`config.mk`:
```
export PLATFORM = sky130hd
export DESIGN_NAME = enemy_attack_ctrl
export DESIGN_NICKNAME = d
export VERILOG_FILES = /design/src/rtl/enemy_attack_ctrl_pkg.sv /design/src/rtl/enemy_attack_ctrl_rr_arbiter.sv /design/src/rtl/enemy_attack_ctrl.sv
export SDC_FILE = /design/constraint.sdc
export NUM_CORES = 1
export LEC_CHECK = 0
export CAP_MARGIN = 15
export CORE_UTILIZATION = 50
export DETAILED_ROUTE_END_ITERATION = 10
export PLACE_DENSITY = 0.79
export SYNTH_ARGS = -nofsm -noshare
export SYNTH_HDL_FRONTEND = slang
export SYNTH_HIERARCHICAL = 1
export SYNTH_SLANG_ARGS = --single-unit
```
`constraint.sdc`:
```
create_clock -name Clk -period 3.8 [get_ports Clk]
set_clock_uncertainty 0.2 [all_clocks]
set_input_delay 1.14 -clock Clk [delete_from_list [all_inputs] [get_ports Clk]]
set_output_delay 1.14 -clock Clk [all_outputs]
set_load 0.01 [all_outputs]
```
`src/rtl/enemy_attack_ctrl_pkg.sv`:
```
// Shared types and sizing helpers for the enemy attack controller.
package boxhead_pkg;

    typedef enum logic [1:0] {PLAY, HIT, OVER} atk_state_t;

    localparam int N_ENEMY_DEF = 4;
    localparam int HP_W        = 8;

    // Index width that stays at least one bit for degenerate sizes.
    function automatic int idx_w(input int n);
        return (n > 1) ? $clog2(n) : 1;
    endfunction

endpackage

```
`src/rtl/enemy_attack_ctrl_rr_arbiter.sv`:
```
// Combinational round-robin arbiter: first requester at or after ptr_i, wrapping.
module rr_arbiter
    import boxhead_pkg::*;
#(
    parameter int N  = N_ENEMY_DEF,
    parameter int PW = idx_w(N)
) (
    input  logic [N-1:0]  req_i,
    input  logic [PW-1:0] ptr_i,
    output logic [N-1:0]  gnt_o,
    output logic [PW-1:0] gnt_idx_o,
    output logic          any_o
);

    always_comb begin
        logic          found;
        logic [PW-1:0] sel;
        gnt_o     = '0;
        gnt_idx_o = '0;
        found     = 1'b0;
        sel       = '0;
        for (int k = 0; k < N; k++) begin
            sel = PW'((int'(ptr_i) + k) % N);
            if (!found && req_i[sel]) begin
                found      = 1'b1;
                gnt_o[sel] = 1'b1;
                gnt_idx_o  = sel;
            end
        end
    end

    assign any_o = |req_i;

endmodule

```
`src/rtl/enemy_attack_ctrl.sv`:
```
// Melee hit arbitration on the player: per-enemy cooldown, post-hit invincibility, HP and game over.
module enemy_attack_ctrl
    import boxhead_pkg::*;
#(
    parameter int N_ENEMY         = N_ENEMY_DEF,
    parameter int HP_MAX          = 100,
    parameter int DAMAGE          = 5,
    parameter int COOLDOWN_FRAMES = 30,
    parameter int HIT_FRAMES      = 8
) (
    input  logic               Clk,
    input  logic               Reset,
    input  logic               frame_clk,
    input  logic               Game_Start,
    input  logic [N_ENEMY-1:0] Enemy_Attack_Ready,
    input  logic [N_ENEMY-1:0] Enemy_Alive,
    output logic [HP_W-1:0]    Player_HP,
    output logic               Player_Hit,
    output logic               Game_Over,
    output logic [N_ENEMY-1:0] Attack_Grant,
    output logic [1:0]         dbg_state_o
);

    localparam int PW = idx_w(N_ENEMY);
    localparam int CW = (COOLDOWN_FRAMES > 0) ? $clog2(COOLDOWN_FRAMES + 1) : 1;
    localparam int HW = $clog2(HIT_FRAMES + 1);

    atk_state_t         state_q;
    logic [HP_W-1:0]    hp_q;
    logic               hit_q;
    logic               over_q;
    logic [N_ENEMY-1:0] grant_q;
    logic [PW-1:0]      rr_ptr_q;
    logic [HW-1:0]      hit_cnt_q;
    logic               frame_q1, frame_q2, tick_q;

    logic [N_ENEMY-1:0] cd_zero;
    logic [N_ENEMY-1:0] eligible;
    logic [N_ENEMY-1:0] gnt;
    logic [PW-1:0]      gnt_idx;
    logic               any_elig;
    logic               grant_fire;
    logic [HP_W-1:0]    hp_d;
    logic [PW-1:0]      rr_ptr_d;

    // Two-stage sample of the slow frame clock; tick lands 2 Clk after its rise.
    always_ff @(posedge Clk or negedge Reset) begin
        if (!Reset) begin
            frame_q1 <= 1'b0;
            frame_q2 <= 1'b0;
            tick_q   <= 1'b0;
        end else begin
            frame_q1 <= frame_clk;
            frame_q2 <= frame_q1;
            tick_q   <= frame_q1 & ~frame_q2;
        end
    end

    assign eligible   = Enemy_Attack_Ready & Enemy_Alive & cd_zero;
    assign grant_fire = tick_q & any_elig & (state_q == PLAY) & ~Game_Start;

    rr_arbiter #(.N(N_ENEMY), .PW(PW)) u_arb (
        .req_i     (eligible),
        .ptr_i     (rr_ptr_q),
        .gnt_o     (gnt),
        .gnt_idx_o (gnt_idx),
        .any_o     (any_elig)
    );

    for (genvar i = 0; i < N_ENEMY; i++) begin : g_cd
        logic [CW-1:0] cd_q;
        // A fresh grant reloads the counter and wins over the same-tick decrement.
        always_ff @(posedge Clk or negedge Reset) begin
            if (!Reset) begin
                cd_q <= '0;
            end else if (Game_Start) begin
                cd_q <= '0;
            end else if (grant_fire && gnt[i]) begin
                cd_q <= CW'(COOLDOWN_FRAMES);
            end else if (tick_q && cd_q != '0) begin
                cd_q <= cd_q - CW'(1);
            end
        end
        assign cd_zero[i] = (cd_q == '0);
    end

    assign hp_d     = (hp_q > HP_W'(DAMAGE)) ? hp_q - HP_W'(DAMAGE) : '0;
    assign rr_ptr_d = (gnt_idx == PW'(N_ENEMY - 1)) ? '0 : gnt_idx + PW'(1);

    always_ff @(posedge Clk or negedge Reset) begin
        if (!Reset) begin
            state_q   <= PLAY;
            hp_q      <= HP_W'(HP_MAX);
            hit_q     <= 1'b0;
            over_q    <= 1'b0;
            grant_q   <= '0;
            rr_ptr_q  <= '0;
            hit_cnt_q <= '0;
        end else begin
            grant_q <= '0;
            if (Game_Start) begin
                state_q   <= PLAY;
                hp_q      <= HP_W'(HP_MAX);
                hit_q     <= 1'b0;
                over_q    <= 1'b0;
                rr_ptr_q  <= '0;
                hit_cnt_q <= '0;
            end else begin
                case (state_q)
                    PLAY: begin
                        if (tick_q && any_elig) begin
                            grant_q   <= gnt;
                            hp_q      <= hp_d;
                            rr_ptr_q  <= rr_ptr_d;
                            hit_cnt_q <= HW'(HIT_FRAMES);
                            if (hp_d == '0) begin
                                state_q <= OVER;
                                over_q  <= 1'b1;
                            end else begin
                                state_q <= HIT;
                                hit_q   <= 1'b1;
                            end
                        end
                    end
                    HIT: begin
                        if (tick_q) begin
                            if (hit_cnt_q <= HW'(1)) begin
                                hit_cnt_q <= '0;
                                state_q   <= PLAY;
                                hit_q     <= 1'b0;
                            end else begin
                                hit_cnt_q <= hit_cnt_q - HW'(1);
                            end
                        end
                    end
                    OVER: begin
                        hit_q  <= 1'b0;
                        over_q <= 1'b1;
                    end
                    default: state_q <= PLAY;
                endcase
            end
        end
    end

    assign Player_HP    = hp_q;
    assign Player_Hit   = hit_q;
    assign Game_Over    = over_q;
    assign Attack_Grant = grant_q;
    assign dbg_state_o  = state_q;

endmodule
```
-- Word level (Yosys, flattened, before mapping)
Cells that the tools add are included.
- register bits after elaboration: 45
- output and inout bits: 16
- word-level logic and storage cells: 169
- add/sub/neg operators: 10
- $lt $le $gt $ge: 10
- equal/unequal tests: 9
- muxes and demuxes: 71
- bitwise operators: 11
- reduce and logical (&&, ||, !) cells: 44
- operators by type and width (cell ; number):
    $mux W5 ; 12
    $mux W4 ; 11
    $mux W8 ; 4
    $mux W2 ; 13
    $logic_not A5 Y1 ; 4
    $reduce_bool A5 Y1 ; 4
    $sub A5 B1 Y5 const B ; 4
    $mux W1 ; 19
    $reduce_bool A3 Y1 ; 6
    $logic_and A1 B1 Y1 ; 16
    $lt A2 B3 Y1 const B ; 4
    $or A4 B4 Y4 ; 3
    $ne A3 B3 Y1 const B ; 3
    $and A4 B4 Y4 ; 2
    $bmux W1 S2 ; 4
    $demux W1 S2 ; 4
    $ge A2 B1 Y1 const B ; 4
    $gt A8 B3 Y1 const B ; 1
    $logic_not A8 Y1 ; 1
    $pmux W4 S2 ; 1
    $sub A8 B3 Y8 const B ; 1
    $ne A3 B2 Y1 const B ; 2
    $pmux W2 S3 ; 1
    $reduce_and A3 Y1 ; 2
    other kinds (19) ; 29

-- Longest topological paths before layout
Gate-level depths: netlist of the first run.
- depth after elaboration: 19
- mapped depth: 12
- depth with buffers taken out: 12

-- Hierarchy
Netlist of the first run, hierarchy kept.
- by module, submodules not included (module ; instances ; cells an instance ; area each (sq um)):
    enemy_attack_ctrl ; 1 ; 259 ; 2476.1
    rr_arbiter ; 1 ; 49 ; 411.6

-- Least setup slack after synthesis of the first run
Ideal clock, no wire load.
- path kind: input port to flip-flop
- from: input port Enemy_Attack_Ready[2]
- to: register rr_ptr_q[1]
- library setup time: 132 ps
- data arrival time: 2808 ps
- path slack: 660 ps
- cell stages on the path: 7
- buffers on the path: 0
- cell sequence: and3_1 > mux4_2 > nor4b_4 > a22o_1 > ha_1 > mux2i_1 > nor2_1
- longest elaborated chain between the ends: 19
- ends and longest elaborated chain (what ; line ; source):
    start: declaration ; enemy_attack_ctrl.sv:15 ; input logic [N_ENEMY-1:0] Enemy_Attack_Ready,
    $and A4 B4 Y4 * (2 in series) ; enemy_attack_ctrl.sv:59 ; assign eligible = Enemy_Attack_Ready & Enemy_Alive & cd_zero;
    $bmux W1 S2 ; enemy_attack_ctrl_rr_arbiter.sv:24 ; if (!found && req_i[sel]) begin
    $mux W1 (implied by the code) ; enemy_attack_ctrl_rr_arbiter.sv:24 ;
    $mux W1 ; enemy_attack_ctrl_rr_arbiter.sv:24 ;
    $logic_not A1 Y1 ; enemy_attack_ctrl_rr_arbiter.sv:24 ;
    $logic_and A1 B1 Y1 ; enemy_attack_ctrl_rr_arbiter.sv:24 ;
    $mux W1 ; enemy_attack_ctrl_rr_arbiter.sv:24 ;
    $logic_not A1 Y1 ; enemy_attack_ctrl_rr_arbiter.sv:24 ;
    [... 3 more ...] ; - ;
    $logic_and A1 B1 Y1 ; enemy_attack_ctrl_rr_arbiter.sv:24 ;
    $mux W2 * ; enemy_attack_ctrl_rr_arbiter.sv:24 ;
    named net gnt_idx[1] ; enemy_attack_ctrl.sv:40 ; logic [PW-1:0] gnt_idx;
    $add A2 B1 Y2 / $eq A2 B2 Y1 (equally long branches) ; enemy_attack_ctrl.sv:88 ; assign rr_ptr_d = (gnt_idx == PW'(N_ENEMY - 1)) ? '0 : gnt_idx + PW'(1);
    $mux W2 * ; enemy_attack_ctrl.sv:88 ;
    $mux W2 * ; enemy_attack_ctrl.sv:111 ; if (tick_q && any_elig) begin
    $mux W2 * ; enemy_attack_ctrl.sv:109 ; case (state_q)
    $mux W2 * ; enemy_attack_ctrl.sv:101 ; if (Game_Start) begin
    end signal: assignment ; enemy_attack_ctrl.sv:114 ; rr_ptr_q <= rr_ptr_d;
    end: declaration ; enemy_attack_ctrl.sv:33 ; logic [PW-1:0] rr_ptr_q;
The timed path passes the listed nets; every way through them passes the cells marked *. The select of a mux whose other input is x is not followed.
A chain may end at the register's enable or synchronous reset.

-- Final worst setup path of the first run
- from: input port Enemy_Alive[1]
- to: register rr_ptr_q[1]
- longest elaborated chain between the ends: 19
- ends and longest elaborated chain (what ; line ; source):
    start: declaration ; enemy_attack_ctrl.sv:16 ; input logic [N_ENEMY-1:0] Enemy_Alive,
    $and A4 B4 Y4 * (2 in series) ; enemy_attack_ctrl.sv:59 ;
    named net eligible[1] ; enemy_attack_ctrl.sv:38 ; logic [N_ENEMY-1:0] eligible;
    $bmux W1 S2 ; enemy_attack_ctrl_rr_arbiter.sv:24 ;
    $mux W1 (implied by the code) ; enemy_attack_ctrl_rr_arbiter.sv:24 ;
    $mux W1 ; enemy_attack_ctrl_rr_arbiter.sv:24 ;
    $logic_not A1 Y1 ; enemy_attack_ctrl_rr_arbiter.sv:24 ;
    $logic_and A1 B1 Y1 ; enemy_attack_ctrl_rr_arbiter.sv:24 ;
    $mux W1 ; enemy_attack_ctrl_rr_arbiter.sv:24 ;
    [... 4 more ...] ; - ;
    $logic_and A1 B1 Y1 ; enemy_attack_ctrl_rr_arbiter.sv:24 ;
    $mux W2 * ; enemy_attack_ctrl_rr_arbiter.sv:24 ;
    named net gnt_idx[0] ; enemy_attack_ctrl.sv:40 ;
    $add A2 B1 Y2 / $eq A2 B2 Y1 (equally long branches) ; enemy_attack_ctrl.sv:88 ;
    $mux W2 * ; enemy_attack_ctrl.sv:88 ;
    $mux W2 * ; enemy_attack_ctrl.sv:111 ;
    $mux W2 * ; enemy_attack_ctrl.sv:109 ;
    $mux W2 * ; enemy_attack_ctrl.sv:101 ;
Marks and branches as above.

==> out/metrics.cfg, run 1 <==
[floorplanning]
num_rows=27
die_area_um2=6080
pin_count=28
initial_core_util=0.521
die_w_um=78.0
die_h_um=78.0
core-area_um2=5540

[hold_path]
min-delay-start=frame_q1
hold_depth=0
holdPathEnd=frame_q2
hp-class=reg2reg

[pwr]
p_sw_frac=0.414
clockPowerShare=0.163
leakagePower_nw=1.47
p_int_w=0.00135
p_seq_frac=0.323
power.density_cell_area_nw_per_um2=689
p_switching_w=0.000953
comb_power_share=0.513
ir_drop_mv=0.454

[final_layout]
num_antenna_cells=0
layoutNonFillerInstCount=409
nNetsFinal=369
nFillCells=485
drive_gt1_frac=0.0801
area_growth_pct=15.6

[detailed_routing]
wl_per_cell_um=14.9
detail_route.iter0.violations=180
wl_um=6100
drc=0
vias=2374
first_pass_iters=4
detail-route-antenna-nets=0
vias_per_cell=5.80

[timing]
report.final.hold_viol_count=0
grt_setup_unrepaired=false
worst_slack_ns=0.345
slew_viol_final=0
max_slew_margin=0.344
min_period_ns=3.46
min_period_over_period=0.909
tightest_slew_ns=0.983
fmax_ghz=0.289
fin_hold_ws_ns=0.179
finalSetupViolCount=0
fin_tns_setup_ns=0

[global_route]
grt_max_degree=46
busiest_layer=met2
grt_util_met2=0.384
use_met3=0.0388
antenna_found_initial=0
grt_pass1_vias=2307
met1_usage=0.265
grt_pass1_wl_um=10500
track_usage=0.220
overflow=0

[synth]
yosysMostFrequentCell=dfrtp_1
synth.area.top_cells=dfrtp_1 (36%), ha_1 (9.1%), a21oi_1 (5.2%), inv_1 (3.9%), xnor2_1 (3.6%)
syn_inst=308
synthTopCellsByCount=dfrtp_1 (42), a21oi_1 (30), inv_1 (30)
async_reset_ff_frac=1.00
synth_cell_type_count=52
yosys.area.top_type=dfrtp_1
seq_area_frac_synth=0.391
synth-seq-cells=45
syn_area_um2=2890
synth_nets=341
synth_edf_count=0
ys.flop_type=dfrtp_1
ys_warn_count=6
synth_top_cell_area_share=0.364
postSynthAreaPerCell_um2=9.38

[placed_design]
dpl.cell_count=401
place_ws_ns=0.0294
port_buffers=27
hpwl_um=4480
routabilityCongestion=0.851

[critical_path]
r2r-start=g_cd[3].cd_q[0]
reg2reg_to=rr_ptr_q[1]
critPathLaunchType=input pin
required_ns=3.78
cp_data_arrival_time_ns=3.43
reg2reg_depth=11
cp_max_fo=9
critPathKind=in2reg
worstSetupEndpointType=flip-flop
reg2reg_slack_ns=0.66

[clock_tree]
cts_tree=built
cts-root-buf=clkbuf_8
cts_setup_buffers=0
htree_levels=2
cts_buffer_depth=2
cts_sinks=45
cts_made_buffers=5
hold_buffers=0
clk_latency_ns=0.30
path_clk_slew_ns=0.09
cts_resized=0

[run_status]
status=finished clean

[job]
cap_violations=0

## flip-flops by register name, indices dropped and copies added, names as in the netlist
signal,count
Player_HP,8
hit_cnt_q,4
g_cd.cd_q,20
Game_Over,1
tick_q,1
rr_ptr_q,2
frame_q2,1
dbg_state_o,2
Attack_Grant,4
frame_q1,1
Player_Hit,1
## area by class of cell
class                           count  area [um^2]  area share
Inverter                           30          113      0.0337
Tap cell                           72         90.1      0.0270
Clock buffer                        5         68.8      0.0206
Timing Repair Buffer               30          288      0.0862
Clock inverter                      3         47.5      0.0142
Multi-Input combinational cell    224         1600       0.480
Sequential cell                    45         1130       0.338
## worst max-delay path, cell delays in order
cell and delay, ns:
clkdlybuf4s50_1 0.43, and3_1 0.22, mux4_2 0.59, nor2b_1 0.32
o21ai_0 0.12, o31ai_1 0.14, ha_1 0.29, mux2i_1 0.12
nor2_1 0.05
## metrics by stage
stage | util | instance area, um^2 | total power [W]
6_report | 0.603 | 3340 | 0.00230
3_5_place_dp | 0.582 | 3220 | 0.00193
4_1_cts | 0.603 | 3340 | 0.00232
2_1_floorplan | - | 2890 | 0.00163
3_3_place_gp | 0.582 | 3220 | 0.00187
5_1_grt | 0.603 | 3340 | 0.00250
## layout by cell type, fill, tap and decap left out, drive strengths merged, types with 4 or more instances in the layout
cell           netlist  final
mux4                 4      4
buf                  7      4
o21ai               21     21
nor2                25     25
nand3                4      4
and3                 4      4
dfrtp               42     42
mux2i                5      5
ha                  21     21
clkdlybuf4s50        0     26
xnor2               12     12
a22oi                8      8
nor4b                5      5
inv                 30     32
a21oi               30     30
nand2b               7      7
or4                  6      6
nand2               14     14
clkbuf               2      5
nor3                12     12
nor4                 6      6
nor2b                6      6
## logic make-up after synthesis
family                     after synthesis  synth area share
adders and majority gates               21            0.0910
DFF                                     45             0.391
AOI/OAI and AO/OA                       85             0.186
xor gates and xnor gates                12            0.0364
muxes                                    9            0.0485
and+or+nand+nor                         97             0.193
buffers and inverters                   39            0.0537
## how the worst max path moves through the flow
stage                           from           to  slack, ns  cells past startpoint
6_report              Enemy_Alive[1]  rr_ptr_q[1]       0.34                      9
5_1_grt        Enemy_Attack_Ready[1]  rr_ptr_q[0]       0.24                     10
4_1_cts        Enemy_Attack_Ready[1]  rr_ptr_q[1]       0.39                      9
3_5_place_dp   Enemy_Attack_Ready[1]  rr_ptr_q[1]       0.03                      9
3_3_place_gp   Enemy_Attack_Ready[1]  rr_ptr_q[1]       0.13                      8
2_1_floorplan  Enemy_Attack_Ready[2]  rr_ptr_q[1]       0.66                      7
## power groups by stage
stage / logic [W] / registers (W) / clock network (W)
after floorplan: 0.000913 / 0.000713 / 0
after global placement: 0.00113 / 0.000746 / 0
after detailed placement: 0.00117 / 0.000752 / 0
after CTS: 0.00119 / 0.000744 / 0.000392
after global routing: 0.00132 / 0.000766 / 0.000414
final: 0.00118 / 0.000744 / 0.000376
## routing by layer
metal  routed length (um)  vias to the layer above
li1                     -                     1170
met1                 2680                     1144
met2                 3140                       49
met3                  182                       11
met4                  102                        0
met5                    0                        -
Note: power is estimated with default switching activity, not from simulation.
==> inputs of run 2 (changes only) <==
--- a/config.mk
+++ b/config.mk
@@ -6,6 +6,7 @@
 export NUM_CORES = 1
 export LEC_CHECK = 0
 export CAP_MARGIN = 15
+export CORE_ASPECT_RATIO = 1.75
 export CORE_UTILIZATION = 50
 export DETAILED_ROUTE_END_ITERATION = 10
 export PLACE_DENSITY = 0.79
==> out/metrics.cfg, run 2 (synthesized netlist as in run 1, its figures left out) <==
[run_status]
status=finished clean

[pwr]
comb_power_share=0.530  ; +0.017
p_switching_w=0.000949  ; -0.37%
p_sw_frac=0.411  ; -0.00270
p_seq_frac=0.316  ; -0.007
p_int_w=0.00136  ; +0.75%
clockPowerShare=0.154  ; -0.009
power.density_cell_area_nw_per_um2=684  ; -0.72%
ir_drop_mv=0.364  ; -20%
leakagePower_nw=1.49  ; +1.4%

[clock_tree]
cts_made_buffers=5  ; unchanged
cts_resized=0  ; unchanged
clk_latency_ns=0.30  ; about the same
cts_setup_buffers=0  ; unchanged
hold_buffers=0  ; unchanged
htree_levels=2  ; unchanged
path_clk_slew_ns=0.08  ; about the same
cts_buffer_depth=2  ; unchanged
cts_tree=built
cts-root-buf=clkbuf_8
cts_sinks=45  ; unchanged

[hold_path]
hold_depth=0  ; unchanged
holdPathEnd=frame_q2
min-delay-start=frame_q1
hp-class=reg2reg

[timing]
min_period_over_period=0.892  ; -0.0170
finalSetupViolCount=0  ; unchanged
slew_viol_final=0  ; unchanged
fin_tns_setup_ns=0  ; unchanged
grt_setup_unrepaired=false
report.final.hold_viol_count=0  ; unchanged
min_period_ns=3.39  ; -0.0645 ns
tightest_slew_ns=0.981  ; -0.00278 ns
max_slew_margin=0.346  ; +0.00185
fin_hold_ws_ns=0.179  ; -0.0000810 ns
fmax_ghz=0.295  ; +1.9%

[floorplanning]
core-area_um2=5590  ; +0.81%
die_w_um=59.5  ; -24%
pin_count=28  ; unchanged
initial_core_util=0.517  ; -0.00420
die_h_um=103  ; +31%
die_area_um2=6100  ; +0.21%
num_rows=36  ; +33%

[critical_path]
required_ns=3.79  ; about the same
worstSetupEndpointType=flip-flop
cp_data_arrival_time_ns=3.38  ; -0.05 ns
cp_max_fo=9  ; unchanged
r2r-start=g_cd[3].cd_q[0]
cpMaxStageDelayCell=mux4_2
critPathLaunchType=input pin
reg2reg_to=rr_ptr_q[0]
reg2reg_depth=12  ; +1
critPathKind=in2reg
reg2reg_slack_ns=0.54  ; -0.12 ns
crit_path_cell_trace=clkdlybuf4s50_1 > and3_1 > mux4_2 > nor4b_4 > a22o_1 > ha_1 > mux2i_1 > nor2_1
slowest_delay_ns=0.59  ; about the same

[detailed_routing]
vias=2411  ; +1.6%
first_pass_iters=4  ; unchanged
wl_per_cell_um=14.4  ; -3.6%
drc=0  ; unchanged
detail-route-antenna-nets=0  ; unchanged
detail_route.iter0.violations=153  ; -15%
wl_um=6010  ; -1.5%
vias_per_cell=5.77  ; -0.63%

[final_layout]
seq_area_um2=1130  ; unchanged
fin_area_um2=3370  ; +1.0%
layoutNonFillerInstCount=418  ; +2.2%
largest_reg_flops=20  ; unchanged
layout_commonest_cell=dfrtp_1
nFillCells=514  ; +6.0%
top_register=g_cd.cd_q
area_growth_pct=16.8
multi_input_area_um2=1600  ; unchanged
nNetsFinal=374  ; +1.4%
num_antenna_cells=0  ; unchanged
final_cell_mix=dfrtp_1 (42), inv_1 (30), a21oi_1 (30), clkdlybuf4s50_1 (26), nor2_1 (25)
drive_gt1_frac=0.0906  ; +0.0105

[global_route]
grt_max_degree=46  ; unchanged
overflow=0  ; unchanged
track_usage=0.216  ; -0.00337
grt_pass1_wl_um=10100  ; -3.3%
grt_pass1_vias=2393  ; +3.7%
antenna_found_initial=0  ; unchanged

[placed_design]
dpl.cell_count=410  ; +2.2%
place_area_um2=3270  ; +1.3%
port_buffers=27  ; unchanged
routabilityCongestion=0.848  ; -0.36%
hpwl_um=4590  ; +2.4%

[job]
cap_violations=0  ; unchanged

==> run 2: layout make-up <==
type,count,area share
Clock buffer,6,0.0215
Clock inverter,2,0.0104
Inverter,30,0.0334
Multi-Input combinational cell,224,0.475
Sequential cell,45,0.335
Tap cell,76,0.0282
Timing Repair Buffer,35,0.0964
==> run 2: worst max path at each step <==
stage                                from              end  slack (ns)
finish              Enemy_Attack_Ready[1]      rr_ptr_q[1]        0.41
global route        Enemy_Attack_Ready[1]  g_cd[1].cd_q[0]        0.29
CTS                 Enemy_Attack_Ready[1]      rr_ptr_q[1]        0.42
detailed placement  Enemy_Attack_Ready[1]      rr_ptr_q[1]         0.1
global placement    Enemy_Attack_Ready[2]      rr_ptr_q[1]        0.16
floorplan           Enemy_Attack_Ready[2]      rr_ptr_q[1]        0.66
==> run 2: power by group through the flow <==
stage / clock, W / sequential [W] / combinational [W]
3_5_place_dp: 0 / 0.000738 / 0.00122
2_1_floorplan: 0 / 0.000713 / 0.000913
3_3_place_gp: 0 / 0.000731 / 0.00118
4_1_cts: 0.000365 / 0.000729 / 0.00123
5_1_grt: 0.000381 / 0.000749 / 0.00136
6_report: 0.000355 / 0.000729 / 0.00122
==> run 2: worst max-delay path, delay by kind of cell <==
family	cells	cell delay (ns)
muxes	2	0.71
and+or+nand+nor	3	0.68
buffers and inverters	1	0.40
adders and majority gates	1	0.22
AOI/OAI and AO/OA	1	0.21
==> run 2: through the flow <==
stage | util | setup slack [ns] | total power (W)
5_1_grt | 0.604 | 0.292 | 0.00249
6_report | 0.604 | 0.409 | 0.00231
3_3_place_gp | 0.585 | 0.164 | 0.00191
3_5_place_dp | 0.585 | 0.0991 | 0.00196
2_1_floorplan | - | 0.660 | 0.00163
4_1_cts | 0.604 | 0.419 | 0.00232
==> run 2: per-layer routing <==
metal / share of wire / vias to the layer above / global-route usage
met2: 0.55 / 60 / 0.411
met4: 0.031 / 0 / 0.112
met5: 0 / - / 0
met3: 0.033 / 21 / 0.0339
met1: 0.39 / 1162 / 0.218
li1: - / 1168 / -
